===== config.mk =====
export PLATFORM = sky130hd
export DESIGN_NAME = itu_656_encoder
export DESIGN_NICKNAME = d
export VERILOG_FILES = /design/src/rtl/itu_656_encoder.sv
export SDC_FILE = /design/constraint.sdc
export NUM_CORES = 1
export LEC_CHECK = 0
export CAP_MARGIN = 20
export CORE_MARGIN = 4
export CORE_UTILIZATION = 55
export CTS_CLUSTER_DIAMETER = 120
export DETAILED_ROUTE_END_ITERATION = 16
export DONT_BUFFER_PORTS = 1
export PLACE_DENSITY = 0.77
export REMOVE_ABC_BUFFERS = 1
export SLEW_MARGIN = 5
export SYNTH_ARGS = -nofsm -noshare
export SYNTH_HDL_FRONTEND = slang
export SYNTH_SLANG_ARGS = --single-unit
export TNS_END_PERCENT = 20

===== constraint.sdc =====
create_clock -name iCLK_27 -period 4.4 [get_ports iCLK_27]
set_clock_uncertainty 0.15 [all_clocks]
set_input_delay 0.88 -clock iCLK_27 [delete_from_list [all_inputs] [get_ports iCLK_27]]
set_output_delay 0.88 -clock iCLK_27 [all_outputs]
set_load 0.1 [all_outputs]

===== src/rtl/itu_656_encoder.sv =====
// itu_656_encoder: 525-line BT.656 byte-stream generator.
// Free-running line/byte counters insert EAV/SAV codes and blanking fill, and pull
// 4:2:2 pixels through a request strobe whose data is sampled two cycles later.
// Optional 75% colour-bar generator is built when ITU656_COLORBAR_EN is defined.
module itu_656_encoder #(
    parameter int H_BLANK  = 268,
    parameter int H_ACTIVE = 1440,
    parameter int V_TOTAL  = 525
) (
    input  logic        iCLK_27,
    input  logic        iRST,
    input  logic [15:0] iYCbCr,
    input  logic        iPattern,
    output logic [7:0]  oTD_DATA,
    output logic        oREQ,
    output logic [9:0]  oTV_X,
    output logic [9:0]  oTV_Y,
    output logic        oField,
    output logic        oSOF
);
    localparam int            H_TOTAL = 8 + H_BLANK + H_ACTIVE;
    localparam int            PW      = $clog2(H_TOTAL);
    localparam logic [PW-1:0] SAV_P   = PW'(4 + H_BLANK);
    localparam logic [PW-1:0] ACT_P   = PW'(8 + H_BLANK);
    // First request leads the first active byte by two positions (inside SAV).
    localparam logic [PW-1:0] REQ_LO  = PW'(6 + H_BLANK);
    localparam logic [PW-1:0] REQ_HI  = PW'(H_TOTAL - 4);
    localparam logic [PW-1:0] P_LAST  = PW'(H_TOTAL - 1);
    localparam logic [9:0]    L_LAST  = 10'(V_TOTAL);

    logic [PW-1:0] p;          // position of the byte computed on the next edge
    logic [9:0]    line;
    logic [7:0]    hold_y;     // Y half of the last sampled pixel
    logic          bar_mode;

    logic          f, v;
    logic [PW-1:0] a, s;
    logic [9:0]    n;
    logic          load_hold;
    logic [7:0]    byte_nxt;
    logic          req_nxt;
    logic [9:0]    x_nxt;

    function automatic logic [7:0] xy(input logic ff, input logic vv, input logic hh);
        return {1'b1, ff, vv, hh, vv ^ hh, ff ^ hh, ff ^ vv, ff ^ vv ^ hh};
    endfunction

    // Byte idx of a 4-byte timing reference: FF 00 00 XY.
    function automatic logic [7:0] tc_byte(input logic [1:0] idx, input logic [7:0] last);
        case (idx)
            2'd0:    return 8'hFF;
            2'd3:    return last;
            default: return 8'h00;
        endcase
    endfunction

    // Pixel data may never alias a timing-reference byte.
    function automatic logic [7:0] clip(input logic [7:0] d);
        if (d == 8'h00) return 8'h01;
        if (d == 8'hFF) return 8'hFE;
        return d;
    endfunction

`ifdef ITU656_COLORBAR_EN
    localparam int BAR_W = H_ACTIVE / 16;

    // 75% BT.601 bars: white, yellow, cyan, green, magenta, red, blue, black.
    function automatic logic [7:0] bar_byte(input logic [9:0] px, input logic y_sel);
        logic [2:0] b;
        logic [7:0] yv, cb, cr;
        b = 3'd0;
        for (int i = 1; i < 8; i++)
            if (px >= 10'(i * BAR_W)) b = 3'(i);
        case (b)
            3'd0:    {yv, cb, cr} = {8'hB4, 8'h80, 8'h80};
            3'd1:    {yv, cb, cr} = {8'hA2, 8'h2C, 8'h8E};
            3'd2:    {yv, cb, cr} = {8'h83, 8'h9C, 8'h2C};
            3'd3:    {yv, cb, cr} = {8'h70, 8'h48, 8'h3A};
            3'd4:    {yv, cb, cr} = {8'h54, 8'hB8, 8'hC6};
            3'd5:    {yv, cb, cr} = {8'h41, 8'h64, 8'hD4};
            3'd6:    {yv, cb, cr} = {8'h23, 8'hD4, 8'h72};
            default: {yv, cb, cr} = {8'h10, 8'h80, 8'h80};
        endcase
        return y_sel ? yv : (px[0] ? cr : cb);
    endfunction

    // Pattern select is latched at the start of each line so a line is never torn.
    always_ff @(posedge iCLK_27 or posedge iRST) begin
        if (iRST)         bar_mode <= 1'b0;
        else if (p == '0) bar_mode <= iPattern;
    end
`else
    logic unused_pattern;
    assign bar_mode       = 1'b0;
    assign unused_pattern = iPattern;
`endif

    // Field and vertical-blanking flags of the current line.
    always_comb begin
        f = 1'b1;
        v = 1'b1;
        if      (line <= 10'd3)   begin f = 1'b1; v = 1'b1; end
        else if (line <= 10'd19)  begin f = 1'b0; v = 1'b1; end
        else if (line <= 10'd263) begin f = 1'b0; v = 1'b0; end
        else if (line <= 10'd265) begin f = 1'b0; v = 1'b1; end
        else if (line <= 10'd282) begin f = 1'b1; v = 1'b1; end
        else                      begin f = 1'b1; v = 1'b0; end
    end

    // Next output byte, request strobe and pixel index for position p.
    always_comb begin
        a         = p - ACT_P;
        s         = p - SAV_P;
        n         = 10'(a >> 1);
        load_hold = 1'b0;
        x_nxt     = (p >= ACT_P) ? n : 10'd0;
        req_nxt   = !v && !bar_mode && (p >= REQ_LO) && (p <= REQ_HI) && !a[0];
        byte_nxt  = 8'h80;
        if (p < PW'(4))     byte_nxt = tc_byte(p[1:0], xy(f, v, 1'b1));
        else if (p < SAV_P) byte_nxt = p[0] ? 8'h10 : 8'h80;
        else if (p < ACT_P) byte_nxt = tc_byte(s[1:0], xy(f, v, 1'b0));
        else if (v)         byte_nxt = a[0] ? 8'h10 : 8'h80;
`ifdef ITU656_COLORBAR_EN
        else if (bar_mode)  byte_nxt = bar_byte(n, a[0]);
`endif
        else if (!a[0]) begin
            // Requested pixel is on the bus now: emit C and keep Y for next byte.
            byte_nxt  = clip(iYCbCr[7:0]);
            load_hold = 1'b1;
        end
        else                byte_nxt = clip(hold_y);
    end

    // Byte/line counters, registered outputs and pixel hold.
    always_ff @(posedge iCLK_27 or posedge iRST) begin
        if (iRST) begin
            p        <= '0;
            line     <= 10'd1;
            hold_y   <= 8'h00;
            oTD_DATA <= 8'h80;
            oREQ     <= 1'b0;
            oTV_X    <= 10'd0;
            oTV_Y    <= 10'd1;
            oField   <= 1'b1;
            oSOF     <= 1'b0;
        end else begin
            oTD_DATA <= byte_nxt;
            oREQ     <= req_nxt;
            oTV_X    <= x_nxt;
            oSOF     <= (p == '0) && (line == 10'd1);
            if (p == '0) begin
                oTV_Y  <= line;
                oField <= f;
            end
            if (load_hold) hold_y <= iYCbCr[15:8];
            if (p == P_LAST) begin
                p    <= '0;
                line <= (line == L_LAST) ? 10'd1 : line + 10'd1;
            end else begin
                p <= p + 1'b1;
            end
        end
    end
endmodule


==> results of run 1 <==
==> logic make-up (layout without fill, tap and decap cells) <==
logic type               count (synthesis)  in the layout  share of synthesized area (%)
flip-flops                              60             60                          45.87
adder cells (fa/ha/maj)                 12             12                          4.571
multiplexers                            26             26                          8.571
AND/OR/NAND/NOR                        118            118                          18.48
XOR/XNOR                                18             18                          4.800
buffers and inverters                   29             31                          4.724
AO/OA/AOI/OAI                           64             64                          12.99
==> stage by stage <==
step,util (%),instance area [sq um]
floorplan,-,3178
global placement,58.19,3283
detailed placement,58.19,3283
CTS,62.16,3507
global route,62.16,3507
finish,62.16,3507
==> registers in the layout, indices dropped and copies added (netlist names) <==
| signal | count |
|---|---|
| p | 11 |
| oREQ | 1 |
| oSOF | 1 |
| hold_y | 8 |
| oTD_DATA | 8 |
| oTV_X | 10 |
| oTV_Y | 10 |
| oField | 1 |
| line | 10 |
==> final cells by class <==
| type | count | area, sq um | area share [%] |
|---|---|---|---|
| clock buffer | 9 | 123.9 | 3.532 |
| inverter | 13 | 48.80 | 1.391 |
| timing repair buffer | 2 | 15.01 | 0.4281 |
| multi-input combinational | 238 | 1623 | 46.27 |
| clock inverter | 7 | 100.1 | 2.854 |
| sequential | 60 | 1506 | 42.95 |
| tap | 72 | 90.09 | 2.569 |
==> per-layer routing <==
layer,wire (um),vias up,share of wire (%),track usage (%)
li1,-,1163,-,-
met1,2826,1162,41,24.24
met2,3360,115,49,32.34
met3,554,14,8.0,5.534
met4,159,0,2.3,10.22
met5,0,-,0,0
==> worst paths after layout <==
kind | from | slack [ns] | to | cells after the start
max in group asynchronous | iRST | 3.16 | oTV_Y[4]$_DFFE_PP0P_ | 2
worst min register to register | line[7]$_DFFE_PP0N_ | 0.40 | line[7]$_DFFE_PP0N_ | 1
worst max register to register | line[0]$_DFFE_PP1N_ | 1.69 | hold_y[2]$_DFFE_PP0P_ | 7
min in group asynchronous | iRST | 0.48 | hold_y[2]$_DFFE_PP0P_ | 2
worst min-delay path | line[7]$_DFFE_PP0N_ | 0.40 | line[7]$_DFFE_PP0N_ | 1
worst max-delay path | line[0]$_DFFE_PP1N_ | 1.69 | hold_y[2]$_DFFE_PP0P_ | 7
==> power breakdown <==
| part | internal, mW | switching [mW] | total [mW] |
|---|---|---|---|
| Clock | 0.321 | 0.231 | 0.552 |
| Sequential | 0.552 | 0 | 0.552 |
| Combinational | 0.00159 | 0.0103 | 0.0119 |
==> critical path: stages (launching register included) <==
cell,delay [ns]
dfstp_2,0.61
inv_1,0.11
ha_1,0.20
and2_1,0.17
o2111ai_2,0.28
nand3_1,0.24
a21oi_2,0.45
mux2_2,0.41
==> cells in the final DEF, fill, tap and decap left out, types with 2 or more instances in the layout <==
master	n
nand2_1	26
clkinvlp_4	3
mux2i_1	9
nand2b_1	3
nand4_1	7
nand3_1	15
a31oi_1	4
xnor2_1	13
a21o_1	3
nor4_1	5
a211o_1	2
inv_1	12
bufinv_16	2
o221ai_1	2
nor3_1	6
o21a_1	2
o21ai_0	19
buf_4	2
or2_2	3
dfstp_2	4
nor2_1	37
xor2_1	5
or3_1	4
dfrtp_1	56
ha_1	12
mux2_2	17
o22ai_1	5
clkbuf_8	9
a21oi_1	11
o211ai_1	2
==> reports/results.tsv, run 1 <==
metric	value	unit
RSZ-0062 raised after global routing	no	
sequential fraction of the synthesis area	45.87	%
vias in the first global route	2374	
crit path DAT	2.79	ns
largest net degree at the start of global routing	61	
leak pwr	1.591	nW
total gr overflow	0	
synth cell count leaders	56 x dfrtp_1, 37 x nor2_1, 26 x nand2_1	
PnR worst setup slack	1.692	ns
postcts setup bufs	0	
CTS Hold Buffers Added	0	
worst vdd ir	270.6	uV
status	complete, no violations	
DR DRC count	0	
syn avg cell area	10.04	sq um
Die Y	85.28	um
Overall Power	1.115	mW
Mapped Area	3284	sq um
Setup TNS	0	ns
via count	2454	
number of synthesized flops with an enable pin	0	
Worst Hold Class	reg -> reg	
clock root cell	clkbuf_8	
Routed Antenna Nets	0	
Total GRT Usage	19.96	%
post-synth top area share	42.67	%
Worst-Skew Late Latency	0.35	ns
Hold WS	0.4022	ns
Synth area leaders	dfrtp_1 43%, mux2_2 5.8%, ha_1 4.6%, nor2_1 4.2%, xnor2_1 3.5%	
Die W	85.28	um
minimum clock period	2.708	ns
htree depth	3	
initial antenna violation count	0	
kind of start point of the critical path	register	
Final Hold Viols	0	
flops & latches, synth	60	
core area	5642	sq um
Cell Pwr Density	318.0	nW/um^2
port bufs	0	
final setup vio count	0	
cell row count	27	
Slew @ Worst Pin	0.9023	ns
share of flip-flops with an asynchronous set or reset	100.0	%
1st-iter DRT viols	124	
Synth Flop Type	dfrtp_1	
clock buffer depth	2	
biggest area consumer among synthesized cells	dfrtp_1	
crit-path max FO	9	
Setup WS pre-CTS	1.694	ns
die area	7272	sq um
hpwl dp	4.955	mm
Resized Gates After CTS	0	
DR pass1 iterations	5	
CTS Buf Count	9	
Post-Syn Instances	327	
I/O pins	50	
TritonCTS Sinks	60	
Crit Path Class	reg -> reg	
FILL cells	455	
Cell Count, Final, Fillers Out	401	
via density per instance	6.120	
placed insts	385	
ratio of cells with drive above 1 in the final layout	16.11	%
Final #Nets	355	
Distinct cells, synth	56	
CP Data Required Time	4.48	ns
Max-slew headroom	39.85	%
synthesis-to-finish area growth	6.781	%
max_cap viols	0	
Fmax	369.3	MHz
Initial Util	58.22	%
most numerous cell in the Yosys netlist	dfrtp_1	
Synthesis Warnings	0	
Final Max Slew Viols	0	
fin crit share	61.54	%
gpl congestion	0.9173	
drt wl/cell	17.21	um
nature of the critical path endpoint	register	
final WL	6.900	mm
CTS tree	done	
global-route wire length before repair	11.41	mm
# diodes	0	
Clock transition at path regs	0.08	ns
Power figures use the tool's default switching activity.
==> run 2, diff against run 1 <==
==> constraint.sdc (replaced) <==
create_clock -name iCLK_27 -period 2.63 [get_ports iCLK_27]
set_clock_uncertainty 0.15 [all_clocks]
set_input_delay 0.526 -clock iCLK_27 [delete_from_list [all_inputs] [get_ports iCLK_27]]
set_output_delay 0.526 -clock iCLK_27 [all_outputs]
set_load 0.1 [all_outputs]
==> run 2 against run 1 <==
Setup slack got worse by 1.5 ns. Sequential power increased by 67%. Worst hold slack got worse by 0.29 ns. First-iteration DRC count increased by 80%. Power increased by 70%. Utilization increased by 4.2 points. Clock power increased by 72%. Combinational power increased by 68%. Maximum frequency increased by 12%.
==> reports/results.tsv, run 2 (synthesis results as in run 1) <==
metric	value	unit	change
status	complete, no violations		
max_cap viols	0		unchanged
crit-path max FO	8		-1
core area	5642	sq um	unchanged
Cell Count, Final, Fillers Out	431		+7.5%
DR pass1 iterations	5		unchanged
# diodes	0		unchanged
Resized Gates After CTS	0		unchanged
minimum clock period	2.418	ns	-0.2899 ns
FILL cells	445		-2.2%
Die Y	85.28	um	unchanged
via count	2550		+3.9%
leak pwr	1.762	nW	+11%
Setup WS pre-CTS	0.2238	ns	-1.470 ns
Clock power frac	50.2	%	+0.7 points
FF/Latch Area	1506	sq um	unchanged
synthesis-to-finish area growth	13.98	%	
Sw Ratio	20.15	%	-1.5 points
PnR worst setup slack	0.2121	ns	-1.480 ns
CP Data Required Time	2.71	ns	-1.77 ns
kind of start point of the critical path	register		
DR DRC count	0		unchanged
die area	7272	sq um	unchanged
Final Hold Viols	0		unchanged
clock root cell	clkbuf_8		
Setup TNS	0	ns	unchanged
P_int	1.512	mW	+73%
hpwl dp	5.058	mm	+2.1%
clock buffer depth	2		unchanged
Reg with most FFs	p		
Worst R2R Setup Slack	0.21	ns	-1.48 ns
area post-placement	3508	sq um	+6.9%
Initial Util	58.22	%	unchanged
area occupied by multi-input gates	1623	sq um	unchanged
I/O pins	50		unchanged
CTS Buf Count	9		unchanged
NetSw	381.5	uW	+58%
cell row count	27		unchanged
Max-slew headroom	39.79	%	-0.059 points
drt wl/cell	16.42	um	-4.6%
Fmax	413.6	MHz	+12%
most frequent cells in the layout	56 x dfrtp_1, 37 x nor2_1, 32 x buf_4, 26 x nand2_1, 19 x o21ai_0		
crit path DAT	2.50	ns	-0.29 ns
CTS Hold Buffers Added	0		unchanged
Clock transition at path regs	0.07	ns	about the same
reg2reg start	line[0]$_DFFE_PP1N_		
worst reg2reg path depth	8		+1
Final #Nets	385		+8.5%
gpl congestion	0.9338		+1.8%
vias in the first global route	2485		+4.7%
Critical R2R Capture	hold_y[4]$_DFFE_PP0P_		
global-route wire length before repair	11.92	mm	+4.4%
nature of the critical path endpoint	register		
Worst-Skew Late Latency	0.35	ns	about the same
worst vdd ir	458.9	uV	+70%
RSZ-0062 raised after global routing	no		
ratio of cells with drive above 1 in the final layout	23.12	%	+7.0 points
htree depth	3		unchanged
largest net degree at the start of global routing	61		unchanged
part of the power in combinational logic	1.1	%	about the same
cell area after layout	3744	sq um	+6.7%
Crit Path Class	reg -> reg		
final setup vio count	0		unchanged
postcts setup bufs	0		unchanged
fin crit share	91.94	%	+30 points
Cell Pwr Density	505.7	nW/um^2	+59%
1st-iter DRT viols	223		+80%
fin util	66.36	%	+4.2 points
CTS tree	done		
Seq pwr share	48.8	%	-0.7 points
Die W	85.28	um	unchanged
Worst Hold Class	in -> async		
most common cell after layout, fill and taps aside	dfrtp_1		
via density per instance	5.916		-3.3%
total gr overflow	0		unchanged
initial antenna violation count	0		unchanged
final WL	7.075	mm	+2.5%
Total GRT Usage	20.70	%	+0.74 points
Slew @ Worst Pin	0.9032	ns	+0.0008858 ns
placed insts	415		+7.8%
Routed Antenna Nets	0		unchanged
TritonCTS Sinks	60		unchanged
max FFs per register	11		unchanged
Final Max Slew Viols	0		unchanged
port bufs	0		unchanged
==> run 2: metrics by stage <==
stage / total power [mW] / hold slack, ns
after CTS: 1.910 / 0.1324
after global routing: 1.956 / 0.1633
final: 1.893 / 0.1109
after detailed placement: 0.9616 / 0.3705
after floorplan: 0.9555 / 0.3476
after global placement: 0.9609 / 0.3578
==> run 2: layout make-up <==
type | instances | share of cell area [%]
Timing Repair Buffer | 32 | 6.417
Tap cell | 72 | 2.406
Clock inverter | 5 | 2.239
Clock buffer | 11 | 4.044
Multi-Input combinational cell | 238 | 43.35
Sequential cell | 60 | 40.24
Inverter | 13 | 1.303
==> run 2: how the worst max path moves through the flow <==
stage | cells after the start | end | from
after detailed placement | 8 | hold_y[4]$_DFFE_PP0P_ | line[0]$_DFFE_PP1N_
after CTS | 8 | hold_y[1]$_DFFE_PP0P_ | line[0]$_DFFE_PP1N_
after global placement | 8 | hold_y[0]$_DFFE_PP0P_ | line[0]$_DFFE_PP1N_
after global routing | 8 | hold_y[3]$_DFFE_PP0P_ | line[0]$_DFFE_PP1N_
after floorplan | 5 | line[9]$_DFFE_PP0N_ | p[0]$_DFF_PP0_
final | 8 | hold_y[4]$_DFFE_PP0P_ | line[0]$_DFFE_PP1N_
==> run 2: per-layer routing <==
layer / GRT usage [%] / vias to the layer above / wire (um) / part of all wire, %
li1: - / 1216 / - / -
met1: 25.34 / 1212 / 2812 / 40
met2: 33.76 / 104 / 3580 / 51
met3: 6.117 / 18 / 540 / 7.6
met4: 9.209 / 0 / 141 / 2.0
met5: 0 / - / 0 / 0
==> run 2: power groups by stage <==
stage          sequential [mW]  clock [mW]  combinational (mW)
5_1_grt                  0.922        1.01              0.0244
3_3_place_gp             0.940           0              0.0208
4_1_cts                  0.923       0.965              0.0217
2_1_floorplan            0.940           0              0.0154
6_report                 0.923       0.950              0.0200
3_5_place_dp             0.940           0              0.0215
==> run 2: worst max-delay path, stage by stage (launching register included) <==
cell       delay [ns]
dfstp_2          0.53
inv_1            0.07
ha_1             0.20
and2_1           0.18
o2111ai_2        0.26
nand3_1          0.24
a21oi_2          0.15
buf_4            0.18
mux2_2           0.35
==> run 3, diff against run 2 <==
--- a/config.mk
+++ b/config.mk
@@ -7,11 +7,10 @@
 export LEC_CHECK = 0
 export CAP_MARGIN = 20
 export CORE_MARGIN = 4
-export CORE_UTILIZATION = 55
+export CORE_UTILIZATION = 54
 export CTS_CLUSTER_DIAMETER = 120
 export DETAILED_ROUTE_END_ITERATION = 16
-export DONT_BUFFER_PORTS = 1
-export PLACE_DENSITY = 0.77
+export PLACE_DENSITY = 0.87
 export REMOVE_ABC_BUFFERS = 1
 export SLEW_MARGIN = 5
 export SYNTH_ARGS = -nofsm -noshare
==> run 3 against run 2 <==
Setup slack worse by 0.0050 ns. Final cell count is 7.0% higher. Combinational power grew to 2.6 times the previous value. Sequential power hardly changed. Critical path type unchanged. Critical endpoint is now hold_y[0]$_DFFE_PP0P_. Largest cell class unchanged. Largest power group is now sequential cells. Highest routed layer unchanged.
==> reports/results.tsv, run 3 (synthesis results as in run 1) <==
metric	value	unit	change
status	complete, no violations		
global-route wire length before repair	12.10	mm	+1.6%
final WL	7.346	mm	+3.8%
Total GRT Usage	20.75	%	+0.054 points
largest net degree at the start of global routing	40		-34%
nature of the critical path endpoint	register		
I/O pins	50		unchanged
max FFs per register	11		unchanged
Die Y	85.99	um	+0.84%
fin crit share	92.12	%	+0.19 points
most common cell after layout, fill and taps aside	dfrtp_1		
Cell Pwr Density	455.8	nW/um^2	-9.9%
Slew @ Worst Pin	0.6497	ns	-0.2535 ns
WL met1	3.068	mm	+9.1%
drt wl/cell	15.93	um	-2.9%
Slowest Stage Delay on Critical Path	0.61	ns	+0.08 ns
hold endpoint	p[0]$_DFF_PP0_		
port bufs	48		+48
FILL cells	445		unchanged
cell row count	28		+3.7%
Hold Crit Start	p[0]$_DFF_PP0_		
postcts setup bufs	0		unchanged
ratio of cells with drive above 1 in the final layout	23.83	%	+0.71 points
via count	2680		+5.1%
Worst Hold Class	reg -> reg		
most frequent cells in the layout	56 x dfrtp_1, 41 x buf_4, 37 x nor2_1, 26 x nand2_1, 19 x o21ai_0		
vias in the first global route	2604		+4.8%
Routed Antenna Nets	0		unchanged
TritonCTS Sinks	60		unchanged
routed wl met3	511	um	-5.4%
Sw Ratio	20.72	%	+0.57 points
RSZ-0062 raised after global routing	no		
Max-slew headroom	56.08	%	+16 points
max_cap viols	0		unchanged
DR pass1 iterations	4		-1
die area	7394	sq um	+1.7%
worst-path cell chain	inv_1 -> ha_1 -> and2_1 -> o2111ai_2 -> nand3_1 -> a21oi_2 -> buf_4 -> mux2_2		
Final #Nets	412		+7.0%
worst reg2reg path depth	8		unchanged
routed wl met2	3.645	mm	+1.8%
Hold WS	0.3483	ns	+0.2374 ns
CTS tree	done		
leak pwr	1.874	nW	+6.4%
Initial Util	55.47	%	-2.7 points
final setup vio count	0		unchanged
CP Data Required Time	2.71	ns	about the same
gpl congestion	0.9287		-0.55%
worst vdd ir	285.1	uV	-38%
Die W	85.99	um	+0.84%
kind of start point of the critical path	register		
Final Max Slew Viols	0		unchanged
Critical R2R Capture	hold_y[0]$_DFFE_PP0P_		
highest metal used	met4		
Resized Gates After CTS	0		unchanged
CTS Buf Count	9		unchanged
synthesis-to-finish area growth	20.95	%	
DR DRC count	0		unchanged
NetSw	375.2	uW	-1.6%
Seq pwr share	51.0	%	+2.2 points
# diodes	0		unchanged
part of the power in combinational logic	2.9	%	+1.8 points
Worst-Skew Late Latency	0.34	ns	about the same
area post-placement	3770	sq um	+7.5%
Fmax	412.7	MHz	-0.20%
total gr overflow	0		unchanged
clock buffer depth	2		unchanged
crit-path max FO	9		+1
slowest CP cell	dfstp_2		
minimum clock period	2.423	ns	+0.004951 ns
CTS Hold Buffers Added	0		unchanged
PnR worst setup slack	0.2071	ns	-0.004951 ns
worst hold stages	1		
hpwl dp	5.333	mm	+5.4%
cell area after layout	3973	sq um	+6.1%
WP buf/inv	2		unchanged
P_int	1.436	mW	-5.0%
CP top delay family	flip-flops		
Clock power frac	46.2	%	-4.0 points
htree depth	3		unchanged
core area	5921	sq um	+4.9%
clock root cell	clkbuf_8		
reg2reg start	line[0]$_DFFE_PP1N_		
Setup WS pre-CTS	0.1973	ns	-0.02652 ns
Clock transition at path regs	0.07	ns	about the same
initial antenna violation count	0		unchanged
1st-iter DRT viols	199		-11%
Final Hold Viols	0		unchanged
Reg with most FFs	p		
via density per instance	5.813		-1.7%
Crit Path Class	reg -> reg		
crit path DAT	2.50	ns	about the same
Worst R2R Setup Slack	0.21	ns	about the same
-- run 3: final cells by class --
type	count	area, sq um	area share [%]
timing repair buffer	59	498.0	12.54
clock buffer	12	155.1	3.906
sequential	60	1506	37.92
inverter	13	48.80	1.228
clock inverter	4	47.55	1.197
tap	75	93.84	2.362
multi-input combinational	238	1623	40.85
-- run 3: worst max-delay path by stage --
stage | end | cells after the start | slack [ns] | from
after global placement | oTD_DATA[0]$_DFF_PP0_ | 6 | 0.24 | iYCbCr[4]
after global routing | hold_y[0]$_DFFE_PP0P_ | 8 | 0.06 | line[0]$_DFFE_PP1N_
after CTS | hold_y[6]$_DFFE_PP0P_ | 8 | 0.23 | line[0]$_DFFE_PP1N_
after floorplan | line[9]$_DFFE_PP0N_ | 5 | -0.01 | p[0]$_DFF_PP0_
final | hold_y[0]$_DFFE_PP0P_ | 8 | 0.21 | line[0]$_DFFE_PP1N_
after detailed placement | oTD_DATA[0]$_DFF_PP0_ | 6 | 0.20 | iYCbCr[4]
-- run 3: layer usage --
metal	up-vias	track usage [%]
met5	-	0
met4	0	9.065
met3	16	5.187
met2	105	35.04
met1	1285	25.05
li1	1274	-
-- run 3: per-stage QoR --
step	utilization (%)	power, mW	TNS (ns)	cells
floorplan	-	0.9555	-0.01139	311
global placement	63.67	0.9921	0	445
detailed placement	63.67	0.9931	0	445
CTS	67.10	1.831	0	461
global route	67.10	1.868	0	461
finish	67.10	1.811	0	461
-- run 3: power by group through the flow --
stage	Sequential, mW	Clock [mW]	Combinational (mW)
finish	0.923	0.836	0.0518
global route	0.922	0.888	0.0579
CTS	0.923	0.854	0.0533
detailed placement	0.940	0	0.0531
global placement	0.940	0	0.0521
floorplan	0.940	0	0.0154
